$ cat config.mk
export PLATFORM = sky130hd
export DESIGN_NAME = keypad_scan_fifo
export DESIGN_NICKNAME = d
export VERILOG_FILES = /design/src/rtl/keypad_pkg.sv /design/src/rtl/key_fifo.sv /design/src/rtl/keypad_scan_fifo.sv
export SDC_FILE = /design/constraint.sdc
export NUM_CORES = 1
export LEC_CHECK = 0
export CORE_MARGIN = 10
export CORE_UTILIZATION = 55
export DETAILED_ROUTE_END_ITERATION = 8
export PLACE_DENSITY = 0.85
export RECOVER_POWER = 50
export SLEW_MARGIN = 40
export SYNTH_ARGS = -nofsm -noshare
export SYNTH_HDL_FRONTEND = slang
export SYNTH_SLANG_ARGS = --single-unit
$ cat constraint.sdc
create_clock -name clk -period 3.3 [get_ports clk]
set_clock_uncertainty 0.15 [all_clocks]
set_input_delay 0.66 -clock clk [delete_from_list [all_inputs] [get_ports clk]]
set_output_delay 0.66 -clock clk [all_outputs]
set_load 0.02 [all_outputs]
$ cat src/rtl/keypad_pkg.sv
// Shared types and helpers for the keypad scanner and its key FIFO.
package keypad_pkg;

  // Scanner states: column sweep, press qualification, key held, release qualification.
  typedef enum logic [1:0] {
    ST_SCAN     = 2'd0,
    ST_DEBOUNCE = 2'd1,
    ST_HELD     = 2'd2,
    ST_RELEASE  = 2'd3
  } scan_state_e;

  // Linear key number as seen by software: row-major over the column count.
  function automatic int key_index(input int row, input int col, input int cols);
    return row * cols + col;
  endfunction

endpackage

$ cat src/rtl/key_fifo.sv
// Small synchronous FIFO for debounced key codes, with a registered head
// entry and a sticky overflow flag for presses dropped while full.
module key_fifo #(
  parameter int DEPTH = 4,
  parameter int WIDTH = 4
) (
  input  logic                     clk,
  input  logic                     nRST,
  input  logic                     push,
  input  logic [WIDTH-1:0]         push_data,
  input  logic                     pop,
  input  logic                     overflow_clr,
  output logic [WIDTH-1:0]         head,
  output logic                     valid,
  output logic [$clog2(DEPTH):0]   count,
  output logic                     overflow
);

  localparam int AW = $clog2(DEPTH);
  localparam int CW = AW + 1;
  localparam logic [CW-1:0] FULL = CW'(DEPTH);

  logic [WIDTH-1:0] mem_q [DEPTH];
  logic [WIDTH-1:0] mem_d [DEPTH];
  logic [AW-1:0]    wr_ptr_q, wr_ptr_d;
  logic [AW-1:0]    rd_ptr_q, rd_ptr_d;
  logic [CW-1:0]    count_q, count_d;
  logic [WIDTH-1:0] head_q, head_d;
  logic             overflow_q, overflow_d;
  logic             full, do_pop, do_push, drop;

  // Next-state: a pop frees a slot for a same-cycle push even when full.
  always_comb begin
    full       = (count_q == FULL);
    do_pop     = pop && (count_q != '0);
    do_push    = push && (!full || do_pop);
    drop       = push && full && !do_pop;
    mem_d      = mem_q;
    wr_ptr_d   = wr_ptr_q;
    rd_ptr_d   = rd_ptr_q;
    count_d    = count_q;
    if (do_push) begin
      mem_d[wr_ptr_q] = push_data;
      wr_ptr_d        = wr_ptr_q + 1'b1;
    end
    if (do_pop) begin
      rd_ptr_d = rd_ptr_q + 1'b1;
    end
    case ({do_push, do_pop})
      2'b10:   count_d = count_q + 1'b1;
      2'b01:   count_d = count_q - 1'b1;
      default: count_d = count_q;
    endcase
    head_d     = mem_d[rd_ptr_d];
    // A drop in the same cycle as a clear wins so the event is never lost.
    overflow_d = drop | (overflow_q & ~overflow_clr);
  end

  // Storage, pointers, count and flags.
  always_ff @(posedge clk or negedge nRST) begin
    if (!nRST) begin
      for (int i = 0; i < DEPTH; i++) mem_q[i] <= '0;
      wr_ptr_q   <= '0;
      rd_ptr_q   <= '0;
      count_q    <= '0;
      head_q     <= '0;
      overflow_q <= 1'b0;
    end else begin
      mem_q      <= mem_d;
      wr_ptr_q   <= wr_ptr_d;
      rd_ptr_q   <= rd_ptr_d;
      count_q    <= count_d;
      head_q     <= head_d;
      overflow_q <= overflow_d;
    end
  end

  assign head     = head_q;
  assign valid    = (count_q != '0);
  assign count    = count_q;
  assign overflow = overflow_q;

endmodule

$ cat src/rtl/keypad_scan_fifo.sv
// Matrix keypad scanner: sweeps one-cold columns, debounces a single-key
// press and release, and queues each accepted key code into a FIFO.
//
// state        | meaning
// ST_SCAN      | sweeping columns, rows sampled in the last dwell cycle
// ST_DEBOUNCE  | column frozen, counting samples with only the latched row low
// ST_HELD      | key accepted and queued, waiting for the latched row to rise
// ST_RELEASE   | counting all-rows-high samples before resuming the sweep
module keypad_scan_fifo
  import keypad_pkg::*;
#(
  parameter int ROWS     = 4,
  parameter int COLS     = 4,
  parameter int DWELL    = 4,
  parameter int DEBOUNCE = 8,
  parameter int DEPTH    = 4
) (
  input  logic                            clk,
  input  logic                            nRST,
  input  logic [ROWS-1:0]                 RowIn,
  output logic [COLS-1:0]                 ColOut,
  output logic [$clog2(ROWS*COLS)-1:0]    key_code,
  output logic                            key_valid,
  input  logic                            key_read,
  output logic [$clog2(DEPTH):0]          fifo_count,
  output logic                            overflow,
  input  logic                            overflow_clr
);

  localparam int KW = $clog2(ROWS * COLS);
  localparam int RW = $clog2(ROWS);
  localparam int CW = $clog2(COLS);
  localparam int DW = $clog2(DWELL);
  localparam int BW = $clog2(DEBOUNCE);
  localparam logic [DW-1:0] DWELL_LAST = DW'(DWELL - 1);
  localparam logic [BW-1:0] DEB_LAST   = BW'(DEBOUNCE - 1);
  localparam logic [CW-1:0] COL_LAST   = CW'(COLS - 1);

  logic [ROWS-1:0] row_s1_q, row_s1_d, row_s2_q, row_s2_d;
  scan_state_e     state_q, state_d;
  logic [CW-1:0]   col_q, col_d, col_next;
  logic [DW-1:0]   dwell_q, dwell_d;
  logic [BW-1:0]   cnt_q, cnt_d;
  logic [RW-1:0]   row_q, row_d, low_idx;
  logic [COLS-1:0] col_out_q, col_out_d;
  logic [ROWS-1:0] lows, row_mask;
  logic            one_low, row_hit, push;
  logic [KW-1:0]   push_code;

  // Two-flop synchroniser for the asynchronous row inputs.
  always_comb begin
    row_s1_d = RowIn;
    row_s2_d = row_s1_q;
  end

  // Synchroniser flops idle high (no key pressed).
  always_ff @(posedge clk or negedge nRST) begin
    if (!nRST) begin
      row_s1_q <= '1;
      row_s2_q <= '1;
    end else begin
      row_s1_q <= row_s1_d;
      row_s2_q <= row_s2_d;
    end
  end

  // Scan/debounce next-state; push fires in the cycle the press is accepted.
  always_comb begin
    lows      = ~row_s2_q;
    one_low   = $onehot(lows);
    low_idx   = '0;
    for (int i = 0; i < ROWS; i++) begin
      if (lows[i]) low_idx = RW'(i);
    end
    row_mask  = ROWS'(1) << row_q;
    row_hit   = |(lows & row_mask);
    col_next  = (col_q == COL_LAST) ? '0 : col_q + 1'b1;
    push_code = KW'(key_index(int'(row_q), int'(col_q), COLS));
    state_d   = state_q;
    col_d     = col_q;
    dwell_d   = dwell_q;
    cnt_d     = cnt_q;
    row_d     = row_q;
    push      = 1'b0;
    case (state_q)
      ST_SCAN: begin
        if (dwell_q == DWELL_LAST) begin
          dwell_d = '0;
          if (one_low) begin
            state_d = ST_DEBOUNCE;
            row_d   = low_idx;
            cnt_d   = '0;
          end else begin
            col_d = col_next;
          end
        end else begin
          dwell_d = dwell_q + 1'b1;
        end
      end
      ST_DEBOUNCE: begin
        if (lows == row_mask) begin
          if (cnt_q == DEB_LAST) begin
            push    = 1'b1;
            state_d = ST_HELD;
            cnt_d   = '0;
          end else begin
            cnt_d = cnt_q + 1'b1;
          end
        end else begin
          state_d = ST_SCAN;
          dwell_d = '0;
          cnt_d   = '0;
        end
      end
      ST_HELD: begin
        if (!row_hit) begin
          state_d = ST_RELEASE;
          cnt_d   = '0;
        end
      end
      ST_RELEASE: begin
        if (lows == '0) begin
          if (cnt_q == DEB_LAST) begin
            state_d = ST_SCAN;
            col_d   = col_next;
            dwell_d = '0;
            cnt_d   = '0;
          end else begin
            cnt_d = cnt_q + 1'b1;
          end
        end else if (row_hit) begin
          state_d = ST_HELD;
          cnt_d   = '0;
        end else begin
          cnt_d = '0;
        end
      end
      default: state_d = ST_SCAN;
    endcase
    col_out_d = ~(COLS'(1) << col_d);
  end

  // Scanner state and registered column drive.
  always_ff @(posedge clk or negedge nRST) begin
    if (!nRST) begin
      state_q   <= ST_SCAN;
      col_q     <= '0;
      dwell_q   <= '0;
      cnt_q     <= '0;
      row_q     <= '0;
      col_out_q <= ~COLS'(1);
    end else begin
      state_q   <= state_d;
      col_q     <= col_d;
      dwell_q   <= dwell_d;
      cnt_q     <= cnt_d;
      row_q     <= row_d;
      col_out_q <= col_out_d;
    end
  end

  assign ColOut = col_out_q;

  key_fifo #(
    .DEPTH (DEPTH),
    .WIDTH (KW)
  ) u_fifo (
    .clk          (clk),
    .nRST         (nRST),
    .push         (push),
    .push_data    (push_code),
    .pop          (key_read),
    .overflow_clr (overflow_clr),
    .head         (key_code),
    .valid        (key_valid),
    .count        (fifo_count),
    .overflow     (overflow)
  );

endmodule

* After elaboration in Yosys (flattened, before gate mapping) *
Index checks and enable logic that the tools add are counted.

operators by class
  add/sub/neg operators = 11
  $lt $le $gt $ge = 3
  equal/unequal tests = 20
  shifts and indexed selects = 2
  muxes and demuxes = 41
  bitwise logic cells = 8
  reduce and logical (&&, ||, !) cells = 18

operators with widths
  cell                                                                count
  2-bit 2-to-1 mux                                                    19
  3-bit 2-to-1 mux                                                    6
  16-bit bitwise mux                                                  1
  16-bit 2-to-1 mux                                                   1
  4-bit 2-to-1 mux                                                    3
  2-bit inequality test (second input constant)                       6
  3-bit one-hot mux with 4 select lines                               1
  2-bit == test (second input constant)                               5
  3-bit inequality test (second input constant)                       3
  2-bit by 1-bit adder with 2-bit output (second input constant)      4
  4-bit binary-select mux with 2-bit select                           1
  4-bit demux with 2-bit select                                       1
  4-bit inverter                                                      2
  2-bit one-hot mux with 4 select lines                               1
  1-bit by 2-bit left shift with 4-bit output (first input constant)  2
  3-bit by 1-bit adder with 3-bit output (second input constant)      2
  3-bit == test (second input constant)                               2
  3-bit >= comparator (second input constant)                         2
  2-bit inverter with 3-bit output                                    2
  2-bit one-hot mux with 3 select lines                               1
  3-bit one-hot mux with 2 select lines                               1
  3-bit AND reduction                                                 2
  6-bit AND reduction                                                 1
  3-bit nonzero test                                                  2
  other kinds (22)                                                    32

word-level totals
  register bits after elaboration = 51
  input port bits = 8
  output and inout bits = 13
  logic and storage cells = 120

* Depth between registers and ports, before layout *
  depth after elaboration = 10
  depth in mapped cells = 11
  gate-level depth less buffers = 11

* Modules after synthesis *
A second synthesis with hierarchy kept.

second synthesis, totals
  cells, all modules = 249
  area, all modules = 2840.2 um^2

modules (own cells, without submodules)
  module            times used  cells each  area each (um^2)  seq. area each (um^2)
  key_fifo          1           127         1478.9            700.7
  keypad_scan_fifo  1           122         1361.3            589.3

* Least setup slack after synthesis *
No wires, ideal clock.

  path kind = register to register
  start = reg row_s2_q[0]
  end = reg u_fifo.head_q[1], in the netlist u_fifo.head[1]
  library setup time = 0.145 ns
  arrival time = 2.638 ns
  data required time = 3.005 ns
  setup slack = 0.366 ns
  stages on the path, launching flop included = 8
  path buffers = 0
  period minus slack after synthesis = 2.934 ns
  path through = dfstp_2 > inv_1 > ha_1 > or4b_4 > nor4_2 > mux2_2 > a2111oi_0 > a221oi_1

RTL lines
  what                    RTL line                source
  start, declared         keypad_scan_fifo.sv:39  logic [ROWS-1:0] row_s1_q, row_s1_d, row_s2_q, row_s2_d;
  start signal, assigned  keypad_scan_fifo.sv:63  row_s2_q <= row_s2_d;
  end signal, assigned    key_fifo.sv:66          head_q <= '0;
  end signal, assigned    key_fifo.sv:73          head_q <= head_d;
  end, declared           key_fifo.sv:28          logic [WIDTH-1:0] head_q, head_d;

==> report_table.html <==
<table>
<tr><th>Metric</th><th>Value</th></tr>
<tr><th colspan="2">Run status</th></tr>
<tr><td>Result of the run</td><td>finished, final reports clean</td></tr>
<tr><th colspan="2">Power</th></tr>
<tr><td>Worst IR drop on VDD</td><td>0.0004049 V</td></tr>
<tr><td>Leakage power total</td><td>1.393 nW</td></tr>
<tr><td>Power Total</td><td>2.147 mW</td></tr>
<tr><td>Total power per unit cell area</td><td>717.5 nW/um2</td></tr>
<tr><th colspan="2">STA</th></tr>
<tr><td>Tmin final</td><td>3107 ps</td></tr>
<tr><td>Period utilisation layout</td><td>0.9414</td></tr>
<tr><td>Relative max-transition margin</td><td>0.06183</td></tr>
<tr><td>Achievable clock frequency</td><td>0.3219 GHz</td></tr>
<tr><td>Final Slew Violations</td><td>0</td></tr>
<tr><td>Unrepaired setup endpoints after global routing</td><td>no</td></tr>
<tr><td>Final setup vio count</td><td>0</td></tr>
<tr><td>Worst Tran Pin Value</td><td>1407 ps</td></tr>
<tr><td>Final setup TNS</td><td>0 ps</td></tr>
<tr><td>Smallest hold slack</td><td>208.9 ps</td></tr>
<tr><td>Worst path setup slack after routing</td><td>193.3 ps</td></tr>
<tr><td>Final Hold Viols</td><td>0</td></tr>
<tr><th colspan="2">Logic synthesis</th></tr>
<tr><td>Register bit count reported by yosys</td><td>51</td></tr>
<tr><td>Summed instance area of the synthesized netlist</td><td>2623 um2</td></tr>
<tr><td>Synth warn</td><td>0</td></tr>
<tr><td>Synthesized area per cell</td><td>11.35 um2</td></tr>
<tr><td>Number of enable flip-flop cells after synthesis</td><td>0</td></tr>
<tr><td>Share of flip-flops with an asynchronous set or reset</td><td>1.000</td></tr>
<tr><td>Share of the yosys chip area belonging to registers</td><td>0.4919</td></tr>
<tr><td>Unique masters post-synth</td><td>47</td></tr>
<tr><td>Cell count after synthesis</td><td>231</td></tr>
<tr><td>Primary FF master, synth</td><td>dfrtp_1</td></tr>
<tr><td>Net Count, Synth</td><td>262</td></tr>
<tr><th colspan="2">Setup path</th></tr>
<tr><td>Path type of the worst setup path</td><td>reg2reg</td></tr>
<tr><td>Crit. path cell count</td><td>8</td></tr>
<tr><td>Cell type of the slowest stage on the worst timing path</td><td>dfstp_2</td></tr>
<tr><td>Required time reported for the critical path endpoint</td><td>3350 ps</td></tr>
<tr><td>Category of cells accounting for the largest share of critical-path delay</td><td>simple AND/OR/NAND/NOR gates</td></tr>
<tr><td>Worst path cell trace</td><td>inv_1 &gt; ha_1 &gt; or4b_4 &gt; nor4_2 &gt; buf_4 &gt; mux2_2 &gt; o32a_1 &gt; o221a_2</td></tr>
<tr><td>Reg2Reg Depth</td><td>8</td></tr>
<tr><td>Worst-path fanout max</td><td>6</td></tr>
<tr><td>Launching element type of the critical path</td><td>register</td></tr>
<tr><td>Biggest cell delay along the critical path</td><td>600 ps</td></tr>
<tr><td>Number of buffer and inverter instances along the worst setup path</td><td>2</td></tr>
<tr><td>Kind of end point of the critical path</td><td>register</td></tr>
<tr><td>R2R setup slack</td><td>190 ps</td></tr>
<tr><td>Arrival time worst endpoint</td><td>3160 ps</td></tr>
<tr><th colspan="2">Clocking</th></tr>
<tr><td>Number of buffers added to fix hold violations after cts</td><td>0</td></tr>
<tr><td>Clk buf depth</td><td>2</td></tr>
<tr><td>Clock sink count</td><td>51</td></tr>
<tr><td>Clock insertion delay at the later pin of the skew report</td><td>310 ps</td></tr>
<tr><td>CTS tree</td><td>yes</td></tr>
<tr><td>Clock-pin slew on the worst setup and hold paths</td><td>90 ps</td></tr>
<tr><td>CTS buffer count</td><td>5</td></tr>
<tr><td>Clk Tree Root Cell</td><td>clkbuf_8</td></tr>
<tr><td>Post-cts repair resize count</td><td>0</td></tr>
<tr><td>H-tree Lvls</td><td>2</td></tr>
<tr><td>Number of post-CTS setup repair buffers</td><td>0</td></tr>
<tr><th colspan="2">Die</th></tr>
<tr><td>Placeable core region</td><td>4661 um2</td></tr>
<tr><td>Overall die area</td><td>7930 um2</td></tr>
<tr><td>Initial core utilization</td><td>0.5627</td></tr>
<tr><td>Width of the die</td><td>89.05 um</td></tr>
<tr><td>Row count</td><td>25</td></tr>
<tr><td>I/O pin count</td><td>21</td></tr>
<tr><td>Vert. Die Dim</td><td>89.05 um</td></tr>
<tr><th colspan="2">Flow run</th></tr>
<tr><td>Number of max-cap violations</td><td>0</td></tr>
<tr><th colspan="2">Global route</th></tr>
<tr><td>First-pass GRT wire length</td><td>8763 um</td></tr>
<tr><td>Via count of the first global-routing pass</td><td>1900</td></tr>
<tr><td>GRT Util Overall</td><td>0.1411</td></tr>
<tr><td>Antenna violations before repair</td><td>0</td></tr>
<tr><td>Maximum number of pins on one net before global-route repair</td><td>27</td></tr>
<tr><td>Total grt overflow</td><td>0</td></tr>
<tr><th colspan="2">Place</th></tr>
<tr><td>Placement Setup Slack</td><td>68.56 ps</td></tr>
<tr><td>Port Buf Inserts</td><td>20</td></tr>
<tr><td>Placer Congestion</td><td>0.7862</td></tr>
<tr><td>Post-DP HPWL</td><td>3782 um</td></tr>
<tr><th colspan="2">Final layout</th></tr>
<tr><td>Final core area utilization</td><td>0.6421</td></tr>
<tr><td>Syn-to-layout area delta</td><td>14.12%</td></tr>
<tr><td>Nets</td><td>291</td></tr>
<tr><td>Antenna diode count</td><td>0</td></tr>
<tr><td>Ratio of cells with drive above 1 in the final layout</td><td>0.1916</td></tr>
<tr><th colspan="2">Hold path</th></tr>
<tr><td>Worst hold stages</td><td>0</td></tr>
<tr><td>Class of the tightest hold or removal check</td><td>reg2reg</td></tr>
<tr><th colspan="2">Detailed routing</th></tr>
<tr><td>Via count</td><td>1779</td></tr>
<tr><td>Routed wire per std cell</td><td>16.08 um</td></tr>
<tr><td>Number of violations reported at the end of detailed-routing iteration 0</td><td>112</td></tr>
<tr><td>Number of antenna-violating nets in the routed design</td><td>0</td></tr>
<tr><td>Number of DRC violations after detailed routing</td><td>0</td></tr>
<tr><td>Pre-antenna DRT Iters</td><td>4</td></tr>
<tr><td>Final WL</td><td>5066 um</td></tr>
<tr><td>Average via count per standard cell</td><td>5.648</td></tr>
</table>
[state kept, by name, indices dropped and copies added, names as in the netlist, 3 cells and up]
signal,count
row_s2_q,4
cnt_q,3
u_fifo.head,4
ColOut,4
u_fifo.mem_q,16
row_s1_q,4
u_fifo.count,3
[worst reg2reg max path: stages (launching register included)]
cell     delay [ps]
dfstp_2         600
inv_1            60
ha_1            280
or4b_4          570
nor4_2          360
buf_4           210
mux2_2          340
o32a_1          300
o221a_2         130
[stage by stage]
stage,cells,cell area (um2)
finish,315,2993
global route,315,2993
CTS,315,2998
detailed placement,307,2913
global placement,307,2913
floorplan,231,2623
[cell usage in the layout, fill, tap and decap left out, drive strengths merged, types with 5 or more instances in the layout]
cell	Yosys	routed
buf	2	5
dfstp	11	11
inv	27	27
mux2	18	18
nand3	5	5
nor2	11	11
o21ai	11	11
dfrtp	40	40
nand2	17	17
clkbuf	2	8
ha	21	21
a21oi	5	5
clkdlybuf4s50	0	15
[power breakdown]
group | internal (mW) | total, mW | switching (mW)
sequential | 0.750 | 0.886 | 0.135
combinational | 0.433 | 0.911 | 0.478
clock | 0.148 | 0.350 | 0.202
[cells in the mapped netlist (3+ instances only)]
| cell | instances | area [um2] |
|---|---|---|
| dfrtp_1 | 40 | 1001 |
| inv_1 | 27 | 101.4 |
| ha_1 | 21 | 262.8 |
| nand2_1 | 17 | 63.81 |
| mux2_2 | 15 | 168.9 |
| dfstp_2 | 11 | 289.0 |
| nor2_1 | 11 | 41.29 |
| o21ai_0 | 11 | 55.05 |
| a21oi_1 | 5 | 25.02 |
| nand3_1 | 5 | 25.02 |
| o21a_1 | 4 | 30.03 |
| or3_1 | 4 | 25.02 |
| xnor2_1 | 4 | 35.03 |
| mux2_4 | 3 | 45.04 |
| nor2b_1 | 3 | 18.77 |
| nor3_1 | 3 | 15.01 |
| nor4_2 | 3 | 37.54 |
| o221a_2 | 3 | 33.78 |
| o32a_1 | 3 | 30.03 |
[area by class of cell]
cell class | count | area (um2)
sequential | 51 | 1290
multi-input combinational | 149 | 1214
timing repair buffer | 26 | 235.2
clock inverter | 2 | 12.51
fill | 348 | 1668
tap | 54 | 67.56
clock buffer | 6 | 72.57
inverter | 27 | 101.3
[final timing paths]
| kind | to | from |
|---|---|---|
| worst max-delay path | u_fifo.head[0]$_DFF_PN0_ | row_s2_q[3]$_DFF_PN1_ |
| worst max register to register | u_fifo.head[0]$_DFF_PN0_ | row_s2_q[3]$_DFF_PN1_ |
| min in group asynchronous | u_fifo.mem_q[13]$_DFF_PN0_ | nRST |
| worst min register to register | row_s2_q[0]$_DFF_PN1_ | row_s1_q[0]$_DFF_PN1_ |
| worst min-delay path | row_s2_q[0]$_DFF_PN1_ | row_s1_q[0]$_DFF_PN1_ |
| max in group asynchronous | u_fifo.wr_ptr_q[1]$_DFFE_PN0N_ | nRST |
[logic make-up after synthesis]
group,synth area share
AND/OR/NAND/NOR,0.1317
flip-flops,0.4919
XOR/XNOR,0.02004
multiplexers,0.08922
buffers and inverters,0.04533
AO/OA/AOI/OAI,0.1064
adder cells (fa/ha/maj),0.1155
[metal layers]
metal	vias to the layer above	wire length, um	global-route usage	part of all wire
li1	860	-	-	-
met1	871	2405	0.1756	0.47
met2	38	2324	0.2281	0.46
met3	10	221	0.03646	0.044
met4	0	114	0.05780	0.023
met5	-	0	0	0
No activity file was read; power rests on OpenSTA's default activity.
==> patch 1 (same flow settings) <==
Encoding of `scan_state_e`: now one-hot (4 bits for 4 states).
--- a/src/rtl/keypad_pkg.sv
+++ b/src/rtl/keypad_pkg.sv
@@ -4,7 +4,7 @@
   // Scanner states: column sweep, press qualification, key held, release qualification.
-  typedef enum logic [1:0] {
-    ST_SCAN     = 2'd0,
-    ST_DEBOUNCE = 2'd1,
-    ST_HELD     = 2'd2,
-    ST_RELEASE  = 2'd3
+  typedef enum logic [3:0] {
+    ST_SCAN     = 4'b0001,
+    ST_DEBOUNCE = 4'b0010,
+    ST_HELD     = 4'b0100,
+    ST_RELEASE  = 4'b1000
   } scan_state_e;
Behaviour: same outputs for any inputs over 10 cycles, from zero or initial values and one cycle with nRST low; not proved beyond that.
==> patch 1 against the unedited design <==
Maximum frequency is 2.5% lower; synthesized cell count is 18% lower; combinational power down 26%; synthesized area fell by 6.6%; hold slack got worse by 6.4 ps; setup slack worse by 79 ps; sequential power hardly changed; final cell count down 12%; sequential share of layout area up 3.6 points; largest cell class unchanged; sequential cell count is 2 higher; design area down 4.0%; total power down 8.4%; routed wire length is 16% lower.
==> patch 1: results (changes against the unedited design) <==
status: "complete, no violations"
numCtsBuffers: 5  # unchanged
cp-startpoint: "row_s2_q[1]"
place_ws_ps: 46.5  # -22.1 ps
postSynth.asyncResetShare_pct: 100  # unchanged
drt-initial-drc-count: 83  # -26%
synth.distinct_cells: 37  # -21%
arrival_ps: 3220  # +60 ps
dp_hpwl_mm: 3.23  # -15%
cts.path.max_buffers: 2  # unchanged
r2r-start: "row_s2_q[1]"
synth_fa_ha_area_share_pct: 9.81  # -1.7 points
largest_reg_flops: 16  # unchanged
synth_compound_area_share_pct: 4.60  # -6.0 points
vdd_drop_max_mv: 0.487  # +20%
path_max_fanout: 6  # unchanged
cts-root-buf: "clkbuf_8"
yosys_warnings: 0  # unchanged
slowest_stage: "dfstp_2"
post-place-cells: 268  # -13%
grt_max_degree: 29  # +7.4%
hp-class: "reg -> reg"
avgViaCountPerCell: 5.47  # -3.2%
synth_mux_area_share_pct: 14.1  # +5.2 points
n_antenna_cell: 0  # unchanged
setup_ws_ps: 114  # -79.4 ps
routed_wl_mm: 4.25  # -16%
antenna_found_initial: 0  # unchanged
synth_xor_area_share_pct: 2.15  # +0.14 points
grt_pass1_wl_mm: 7.71  # -12%
synth.avg_cell_area_sq_um: 12.9  # +14%
port_buffers: 20  # unchanged
crit_path_max_incr_delay_ps: 570  # -30 ps
regMostFlops: "u_fifo.mem_q"
n_fill_cell: 325  # -6.6%
slew_headroom_pct: 4.90  # -1.3 points
synth_area_leaders: "dfrtp_1 (42%), dfstp_2 (13%), ha_1 (8.2%)"
path_clk_slew_ps: 90  # about the same
worst_setup_path_end_kind: "flip-flop"
gr-usage-all-layers_pct: 12.8  # -1.3 points
grt_pass1_vias: 1601  # -16%
tns_ps: 0  # unchanged
critical-path-top-delay-family: "simple AND/OR/NAND/NOR gates"
clk_latency_ps: 310  # about the same
yosys-top-cells-count: "dfrtp_1 (41), nand2_1 (21), inv_1 (17)"
htree_num_levels: 2  # unchanged
power_leakage_nw: 1.41  # +0.89%
layout-drive-gt1-share_pct: 22.1  # +3.0 points
place_congestion: 0.792  # +0.69%
wl_per_cell_um: 15.3  # -4.9%
nNetsFinal: 251  # -14%
first_pass_iters: 4  # unchanged
syn_nets: 216  # -18%
seq_area_frac_synth_pct: 54.7  # +5.6 points
reg2reg_to: "u_fifo.head[2]"
==> patch 1: cells by family (layout without fill, tap and decap cells) <==
kind of cell / after synthesis / in the layout
compound gates: 17 / 17
fa+ha+maj: 18 / 18
xor+xnor: 6 / 6
flops: 53 / 53
mux: 27 / 27
buf+inv: 18 / 54
simple gates: 51 / 51
==> patch 1: per-stage QoR <==
step / instance area, sq um / total power (W) / hold WS, ps
CTS: 2860 / 0.00199 / 209
detailed placement: 2760 / 0.00158 / 197
floorplan: 2450 / 0.00133 / 195
global placement: 2760 / 0.00156 / 198
global route: 2870 / 0.00212 / 217
finish: 2870 / 0.00197 / 203
==> patch 1: how the worst min path moves through the flow <==
stage | from | to | slack, ps | cells past startpoint
after floorplan | row_s1_q[0] | row_s2_q[0] | 200 | 0
final | row_s1_q[0] | row_s2_q[0] | 200 | 0
after global placement | row_s1_q[3] | row_s2_q[3] | 200 | 0
after detailed placement | row_s1_q[3] | row_s2_q[3] | 200 | 0
after CTS | row_s1_q[0] | row_s2_q[0] | 210 | 0
after global routing | row_s1_q[3] | row_s2_q[3] | 220 | 0
==> patch 1: power breakdown <==
group	leakage, nW	internal (W)	switching, W	total, W
Clock	0.0549	0.000194	0.000214	0.000408
Combinational	0.688	0.000319	0.000356	0.000676
Sequential	0.662	0.000778	0.000106	0.000883
==> patch 1: area by class of cell <==
class                      instances  area, sq um  area share (%)
sequential                        53         1340            46.7
tap                               52         65.1            2.26
multi-input combinational        119         1050            36.5
clock buffer                       7         96.3            3.35
timing repair buffer              28          246            8.58
inverter                          18         67.6            2.35
clock inverter                     1         8.76           0.305
==> patch 1: routing by layer <==
| layer | up-vias | share of wire [%] | track usage (%) | routed length, um |
|---|---|---|---|---|
| met2 | 23 | 48 | 20.1 | 2060 |
| met5 | - | 0 | 0 | 0 |
| met3 | 7 | 4.0 | 3.94 | 171 |
| met4 | 0 | 1.5 | 4.42 | 63 |
| li1 | 732 | - | - | - |
| met1 | 758 | 46 | 16.3 | 1960 |
==> patch 1: timing repair <==
action,CTS,global route
setup endpoints to repair,0,4
gates resized for setup,0,2
buffers inserted,0,2
==> patch 2 (same flow settings) <==
Without the edit above. Change the parameter `ROWS` from 4 to 8.
--- a/src/rtl/keypad_scan_fifo.sv
+++ b/src/rtl/keypad_scan_fifo.sv
@@ -11,3 +11,3 @@
 #(
-  parameter int ROWS     = 4,
+  parameter int ROWS     = 8,
   parameter int COLS     = 4,
Interface: changed (resized RowIn and key_code); port bits go from 21 to 26. No check against the original RTL was run, so the function may have changed too.
==> patch 2 against the unedited design <==
The run now ends with max-capacitance violations, max-slew violations, negative setup slack left; via count is 25% higher; first-iteration DRC count is 7.1% lower; non-clock buffer count is 32 higher; synthesized cell count is 13% higher; setup slack worse by 1000 ps; routed wire length is 29% higher; sequential share of layout area is 3.4 points lower; highest routed layer unchanged; synthesized area is 24% higher; design area is 39% higher; sequential cell count is 14 higher; critical path type unchanged; total power is 21% higher.
==> patch 2: results (changes against the unedited design) <==
synthCells: 261  # +13%
grt_max_degree: 34  # +26%
wl_per_cell_um: 16.3  # +1.5%
slew_violations: 34  # +34
r2r_cells: 13  # +5
cap_violations: 1  # +1
crit_path_max_incr_delay_ps: 550  # -50 ps
setup_viol: 14  # +14
path_max_fanout: 5  # -1
synth.distinct_cells: 51  # +8.5%
place_congestion: 0.857  # +9.0%
worst_slew_pin_slew_ps: 1600  # +197 ps
cp-startpoint: "row_s2_q[1]"
routed_wl_mm: 6.55  # +29%
avgViaCountPerCell: 5.54  # -1.9%
met3_usage_pct: 2.91  # -0.74 points
power_leakage_nw: 1.96  # +41%
synth_area_leaders: "dfrtp_1 (36%), dfstp_2 (15%), ha_1 (9.7%)"
dp_hpwl_mm: 4.67  # +24%
place_ws_ps: -879  # -948 ps
seq_area_frac_synth_pct: 50.9  # +1.7 points
layout-drive-gt1-share_pct: 36.8  # +18 points
port_buffers: 25  # +25%
htree_num_levels: 3  # +1
arrival_ps: 4290  # +1130 ps
nNetsFinal: 366  # +26%
vdd_drop_max_mv: 0.393  # -2.8%
drt-initial-drc-count: 104  # -7.1%
setup_ws_ps: -856  # -1050 ps
violations: "max-capacitance violations, max-slew violations, negative setup slack"
status: "finished with violations"
post-place-cells: 378  # +23%
yosys-top-cells-count: "dfrtp_1 (46), inv_1 (26), ha_1 (25)"
reg2reg_to: "ColOut[1]"
r2r-start: "row_s2_q[1]"
path_clk_slew_ps: 70  # -20 ps
syn_nets: 303  # +16%
grt_use_met2_pct: 22.8  # -0.055 points
n_fill_cell: 354  # +1.7%
==> patch 2: cell count changes after synthesis, sizes merged, moves of 4 or more <==
cell    delta
ha         +4
nand2b     +5
dfstp      +8
o21a       -4
nand3      -5
mux4       +5
dfrtp      +6
==> patch 2: how the worst min path moves through the flow <==
stage	to	slack, ps	cells after the start
detailed placement	row_s2_q[6]	200	0
global route	row_s2_q[6]	210	0
global placement	row_s2_q[5]	200	0
CTS	u_fifo.mem_q[3]	210	1
floorplan	row_s2_q[0]	200	0
finish	row_s2_q[0]	200	0
==> patch 2: cell families after synthesis <==
family / after synthesis / synth area share [%]
and+or+nand+nor: 69 / 12.7
muxes: 28 / 11.6
buffers and inverters: 33 / 4.05
xor gates and xnor gates: 6 / 1.62
adders and majority gates: 30 / 12.7
DFF: 65 / 50.9
AOI/OAI and AO/OA: 30 / 6.37
==> patch 2: layout make-up <==
type                            instances  area, sq um  share of cell area, %
Clock buffer                            9          124                   2.97
Clock inverter                          7         47.5                   1.14
Inverter                               27          104                   2.49
Multi-Input combinational cell        163         1660                   39.7
Sequential cell                        65         1650                   39.7
Tap cell                               72         90.1                   2.16
Timing Repair Buffer                   58          493                   11.8
==> patch 2: layer usage <==
metal  share of wire, %  up-vias
li1                   -     1039
met1                 41     1107
met2                 52       59
met3                4.4       16
met4                2.6        0
met5                  0        -
==> patch 2: report_power, final <==
group          total, W  switching, W  internal [W]
Sequential      0.00102      0.000114      0.000910
Combinational  0.000984      0.000500      0.000484
Clock          0.000586      0.000317      0.000270
==> patch 2: worst max-delay path: cells and delay by family (launching register included) <==
| family | cells | cell delay (ps) |
|---|---|---|
| flip-flops | 1 | 550 |
| buffers and inverters | 2 | 140 |
| AO/OA/AOI/OAI | 2 | 610 |
| adder cells (fa/ha/maj) | 5 | 2030 |
| AND/OR/NAND/NOR | 4 | 600 |
==> patch 2: through the flow <==
| step | util (%) | area [sq um] | setup TNS, ps |
|---|---|---|---|
| 2_1_floorplan | - | 3270 | -5840 |
| 3_3_place_gp | 67.4 | 3780 | -9000 |
| 3_5_place_dp | 67.4 | 3780 | -11450 |
| 4_1_cts | 71.6 | 4010 | -9090 |
| 5_1_grt | 74.3 | 4170 | -11630 |
| 6_report | 74.3 | 4170 | -9980 |
==> patch 2: what timing repair did <==
action	4_1_cts	5_1_grt
pin swaps	5	1
buffers inserted	2	5
resized for setup	12	30
endpoints found under the hold margin	0	0
endpoints found under the setup margin	21	21
